===== src/rtl/writeback_arbiter.sv =====
// writeback_arbiter: merges buffered ALU results and priority load responses onto the register-file write port
module writeback_arbiter #(
    parameter int DATA_WIDTH     = 32,
    parameter int REG_ADDR       = 5,
    parameter int ALU_FIFO_DEPTH = 2,
    parameter int STARVE_LIMIT   = 4
) (
    input  logic                              i_clk,
    input  logic                              i_rst_n,
    input  logic                              i_alu_valid,
    output logic                              o_alu_ready,
    input  logic [REG_ADDR-1:0]               i_alu_rd,
    input  logic [DATA_WIDTH-1:0]             i_alu_data,
    input  logic                              i_ld_valid,
    output logic                              o_ld_ready,
    input  logic [REG_ADDR-1:0]               i_ld_rd,
    input  logic [2:0]                        i_ld_funct3,
    input  logic [1:0]                        i_ld_byte_off,
    input  logic [DATA_WIDTH-1:0]             i_ld_rdata,
    output logic                              o_wr_reg_en,
    output logic [REG_ADDR-1:0]               o_write_register_addr,
    output logic [DATA_WIDTH-1:0]             o_write_data,
    output logic                              o_ld_err,
    output logic [$clog2(ALU_FIFO_DEPTH):0]   o_fifo_count
);
    localparam int PW = $clog2(ALU_FIFO_DEPTH);
    localparam int SW = $clog2(STARVE_LIMIT + 1);
    localparam logic [PW:0]   FULL = (PW + 1)'(ALU_FIFO_DEPTH);
    localparam logic [SW-1:0] SLIM = SW'(STARVE_LIMIT);

    logic [REG_ADDR-1:0]   rd_mem   [ALU_FIFO_DEPTH];
    logic [DATA_WIDTH-1:0] data_mem [ALU_FIFO_DEPTH];
    logic [PW-1:0]         wr_ptr, rd_ptr, off;
    logic [PW:0]           count;
    logic [SW-1:0]         starve;
    logic                  hazard, ld_grant, pop, push, ld_illegal;
    logic [7:0]            byte_v;
    logic [15:0]           half_v;
    logic [DATA_WIDTH-1:0] ld_data;

    // WAW hazard: an older, still-queued ALU write targets the load's destination
    always_comb begin
        hazard = 1'b0;
        off    = '0;
        for (int i = 0; i < ALU_FIFO_DEPTH; i++) begin
            off = PW'(i) - rd_ptr;
            if ({1'b0, off} < count && rd_mem[i] == i_ld_rd && i_ld_rd != '0) hazard = 1'b1;
        end
    end

    assign o_alu_ready  = count < FULL;
    assign o_ld_ready   = !hazard && starve != SLIM;
    assign ld_grant     = i_ld_valid && o_ld_ready;
    assign pop          = !ld_grant && count != '0;
    assign push         = i_alu_valid && o_alu_ready;
    assign o_fifo_count = count;

    // Load byte/half/word extraction with sign or zero extension
    always_comb begin
        ld_illegal = 1'b0;
        byte_v     = i_ld_rdata[8*i_ld_byte_off +: 8];
        half_v     = i_ld_rdata[16*i_ld_byte_off[1] +: 16];
        case (i_ld_funct3)
            3'b000:  ld_data = {{(DATA_WIDTH-8){byte_v[7]}}, byte_v};
            3'b100:  ld_data = {{(DATA_WIDTH-8){1'b0}}, byte_v};
            3'b001:  ld_data = {{(DATA_WIDTH-16){half_v[15]}}, half_v};
            3'b101:  ld_data = {{(DATA_WIDTH-16){1'b0}}, half_v};
            3'b010:  ld_data = i_ld_rdata;
            default: begin
                ld_data    = '0;
                ld_illegal = 1'b1;
            end
        endcase
    end

    // FIFO storage; contents are don't-care once pointers reset
    always_ff @(posedge i_clk) begin
        if (push) begin
            rd_mem[wr_ptr]   <= i_alu_rd;
            data_mem[wr_ptr] <= i_alu_data;
        end
    end

    // FIFO pointers and occupancy; push and pop together leave count unchanged
    always_ff @(posedge i_clk or negedge i_rst_n) begin
        if (!i_rst_n) begin
            wr_ptr <= '0;
            rd_ptr <= '0;
            count  <= '0;
        end else begin
            if (push) wr_ptr <= wr_ptr + 1'b1;
            if (pop) rd_ptr <= rd_ptr + 1'b1;
            if (push && !pop) count <= count + 1'b1;
            else if (pop && !push) count <= count - 1'b1;
        end
    end

    // Starve counter: counts loads beating a full FIFO, saturating to force a pop
    always_ff @(posedge i_clk or negedge i_rst_n) begin
        if (!i_rst_n) starve <= '0;
        else if (pop || count != FULL) starve <= '0;
        else if (ld_grant && starve != SLIM) starve <= starve + 1'b1;
    end

    // Registered write stage; address/data hold when nothing is granted
    always_ff @(posedge i_clk or negedge i_rst_n) begin
        if (!i_rst_n) begin
            o_wr_reg_en           <= 1'b0;
            o_write_register_addr <= '0;
            o_write_data          <= '0;
            o_ld_err              <= 1'b0;
        end else begin
            o_wr_reg_en <= ld_grant ? i_ld_rd != '0 : pop && rd_mem[rd_ptr] != '0;
            o_ld_err    <= ld_grant && ld_illegal;
            if (ld_grant) begin
                o_write_register_addr <= i_ld_rd;
                o_write_data          <= ld_data;
            end else if (pop) begin
                o_write_register_addr <= rd_mem[rd_ptr];
                o_write_data          <= data_mem[rd_ptr];
            end
        end
    end
endmodule


===== config.mk =====
export PLATFORM = sky130hd
export DESIGN_NAME = writeback_arbiter
export DESIGN_NICKNAME = d
export VERILOG_FILES = /design/src/rtl/writeback_arbiter.sv
export SDC_FILE = /design/constraint.sdc
export NUM_CORES = 1
export LEC_CHECK = 0
export ABC_CLOCK_PERIOD_IN_PS = 5200
export BUFFER_PORTS_ARGS = -buffer_cell sky130_fd_sc_hd__buf_4
export CAP_MARGIN = 20
export CELL_PAD_IN_SITES_DETAIL_PLACEMENT = 0
export CELL_PAD_IN_SITES_GLOBAL_PLACEMENT = 1
export CORE_MARGIN = 5
export CORE_UTILIZATION = 46
export CTS_CLUSTER_DIAMETER = 150
export CTS_CLUSTER_SIZE = 10
export DETAILED_ROUTE_END_ITERATION = 8
export PLACE_DENSITY_LB_ADDON = 0.1
export REMOVE_ABC_BUFFERS = 1
export SYNTH_ARGS = -nofsm -noshare
export SYNTH_HDL_FRONTEND = slang
export SYNTH_SLANG_ARGS = --single-unit

===== constraint.sdc =====
create_clock -name i_clk -period 5.2 [get_ports i_clk]
set_input_delay 0.78 -clock i_clk [delete_from_list [all_inputs] [get_ports i_clk]]
set_output_delay 0.78 -clock i_clk [all_outputs]
set_load 0.1 [all_outputs]

==> metrics <==
outcome finished, final reports clean; PD cells between 600 and 700 nW/um^2; hold crit path type in -> async; fmax around 330 MHz; Pleak 3.009 nW; fillcell total approximately 990; largest net degree at the start of global routing between 60 and 70; clk slew on worst S/H paths 0.05 ns; WP data arrival 2.25 ns; grt total ovfl 0; worst-margin pin slew between 0.9 and 1 ns; EDFF count, synth 74; clock buffer count from CTS 17; vias in the first global route 4088; minimum clock period around 3.0 ns; Die H about 120 microns; Seq pwr share 30.4%; # H-tree levels 4; routed length on met1 5740 microns; Highest Signal Layer met4; Starting Density 46.91%; CP required around 4.4 ns; Mapped Cells 457; via density per instance 5.401; Remaining DRCs 0; global-route wire length before repair 21690 microns; Final Hold Fails 0; async set-reset flop share out of synthesis 38.33%; gpl congestion 0.8686; combinational power share 45.4%; DRT Wirelength approximately 14000 microns; num rows 40; Max Cap Viol 0; Slew Viols, Final 0; width of the die 120.5 microns; RSZ-0062 raised after global routing false; Post-CTS Setup Bufs 0; Primary FF master, synth edfxtp_1; overall routing resource usage 19.60%; Sequential cell area 3374 sq um; post-cts sizing count 0; Final ANT Viol Nets 0; CP endpoint kind output port; Seq/Total Area, Yosys around three fifths; met2 WL 6734 microns; CTS max path bufs 2; Syn Area/Cell 12.28 sq um; DP Wirelength 9554 microns; core area 11960 sq um; multi-input logic area 2091 sq um; first-pass detailed-route iteration total 4; Ports 126; WL met3 725 microns; final setup TNS 0 ns; DIE AREA 14510 sq um; area grow syn2layout 29.10%; Clock Latency Late Sink 0.41 ns; P_sw around 2.1 mW; final number of setup-violating endpoints 0; hold_buf cts 0; fin nets 660; CTS Root Cell clkbuf_16; critical path class in -> out; CTS tree done; maximum vdd drop 0.0003447 V; Worst slew margin 36.64%; commonest non-fill, non-tap cell in the layout buf_4; DP Area about 6600 sq um; CP max FO 5; Synth cell types 44; Setup Skew 0.006743 ns; Worst Setup Start Kind input pin; Vias 3964; final instance area 7244 sq um; mapped cell area 5612 sq um; n_diodes 0; drt initial violations 221; fin crit share 58.25%; initial antenna violation count 0; port bufs 125; sw frac a little under half; yosys warns 0; commonest cells after routing, fill and taps aside buf_4, edfxtp_1, mux2i_1, a21oi_1, dfrtp_1; Int Pwr between 2 and 3 mW; post-synthesis register bit count 120; clock sinks 120; ratio of cells with drive above 1 in the final layout 29.64%; clock share of power about 24%; average wire per standard cell 18.42 microns
power by group through the flow:
stage / registers, mW / clock network, mW / logic [mW]
2_1_floorplan: 2.44 / 0 / 0.623
3_3_place_gp: 1.45 / 0 / 2.12
3_5_place_dp: 1.45 / 0 / 2.15
4_1_cts: 1.44 / 1.17 / 2.15
5_1_grt: 1.46 / 1.21 / 2.27
6_report: 1.43 / 1.14 / 2.14
cells in the mapped netlist, types with 2 or more instances:
cell type | number | area share [%]
xor2_1 | 12 | 1.9
nor4_1 | 6 | 0.67
o2bb2ai_1 | 16 | 2.5
nor2b_1 | 11 | 1.2
mux2i_1 | 62 | 11
nor2_1 | 37 | 2.5
dfrtp_1 | 46 | 21
buf_1 | 3 | 0.20
buf_2 | 8 | 0.71
and2_1 | 2 | 0.22
a2bb2oi_1 | 2 | 0.31
nor3b_1 | 2 | 0.27
mux2_2 | 5 | 1.0
nor3_1 | 6 | 0.54
nand2_1 | 27 | 1.8
ha_1 | 3 | 0.67
a311oi_1 | 8 | 1.2
nand2b_1 | 4 | 0.45
buf_4 | 2 | 0.27
o21ai_0 | 28 | 2.5
a31oi_1 | 2 | 0.22
edfxtp_1 | 74 | 40
inv_1 | 5 | 0.33
a21oi_1 | 47 | 4.2
clkbuf_1 | 18 | 1.2
xnor2_1 | 3 | 0.47
flip-flops by register name, indices dropped and copies added, names as in the netlist:
register and cells:
wr_ptr 1, starve 3, o_write_data 32, o_wr_reg_en 1, rd_ptr 1, o_write_register_addr 5
data_mem 64, rd_mem 10, o_fifo_count 2, o_ld_err 1
worst paths after layout:
kind	slack (ns)	cells past startpoint	end	start
max	2.17	6	o_ld_ready	i_ld_rd[1]
min	0.38	1	o_write_register_addr[3]$_DFFE_PN0P_	i_rst_n
max reg2reg	2.31	9	o_fifo_count[1]$_DFFE_PN0P_	rd_mem[0][4]$_DFFE_PP_
min reg2reg	0.47	1	starve[0]$_DFFE_PN0P_	starve[0]$_DFFE_PN0P_
max in group asynchronous	4.36	1	rd_ptr$_DFFE_PN0P_	i_rst_n
min in group i_clk	0.47	1	starve[0]$_DFFE_PN0P_	starve[0]$_DFFE_PN0P_
metrics by stage:
stage          total power, mW  setup WS [ns]  cells  utilization, %  hold WS [ns]
4_1_cts                  4.753          2.175    732           60.27        0.4015
3_5_place_dp             3.598          1.834    700           55.42        0.4723
2_1_floorplan            3.064         0.7544    425               -        0.4429
3_3_place_gp             3.571          1.998    700           55.42        0.4577
5_1_grt                  4.940          2.115    734           60.56        0.4311
6_report                 4.714          2.171    734           60.56        0.3808
worst max-delay path: stages:
cell,delay [ns]
buf_4,0.13
or4_1,0.55
nor2_2,0.28
nor2_1,0.08
a21oi_1,0.12
buf_4,0.30
area by class of cell:
cell class	count	area share, %
Multi-Input combinational cell	300	28.86
Clock buffer	21	6.218
Timing Repair Buffer	130	13.75
Sequential cell	120	46.58
Tap cell	147	2.539
Inverter	5	0.2591
Clock inverter	11	1.796
logic make-up (layout without fill, tap and decap cells):
logic type	count (synthesis)	in the layout	share of synthesized area, %
xor gates and xnor gates	15	15	2.341
muxes	69	69	12.73
buffers and inverters	37	167	2.921
DFF	120	120	60.11
and+or+nand+nor	101	101	8.629
AOI/OAI and AO/OA	112	112	12.60
adders and majority gates	3	3	0.6690
layer usage:
layer | track usage, % | vias to the layer above
met4 | 8.994 | 0
met3 | 4.771 | 22
met1 | 25.11 | 1908
met5 | 0 | -
met2 | 31.51 | 102
li1 | - | 1932
No activity file was read; power rests on OpenSTA's default activity.
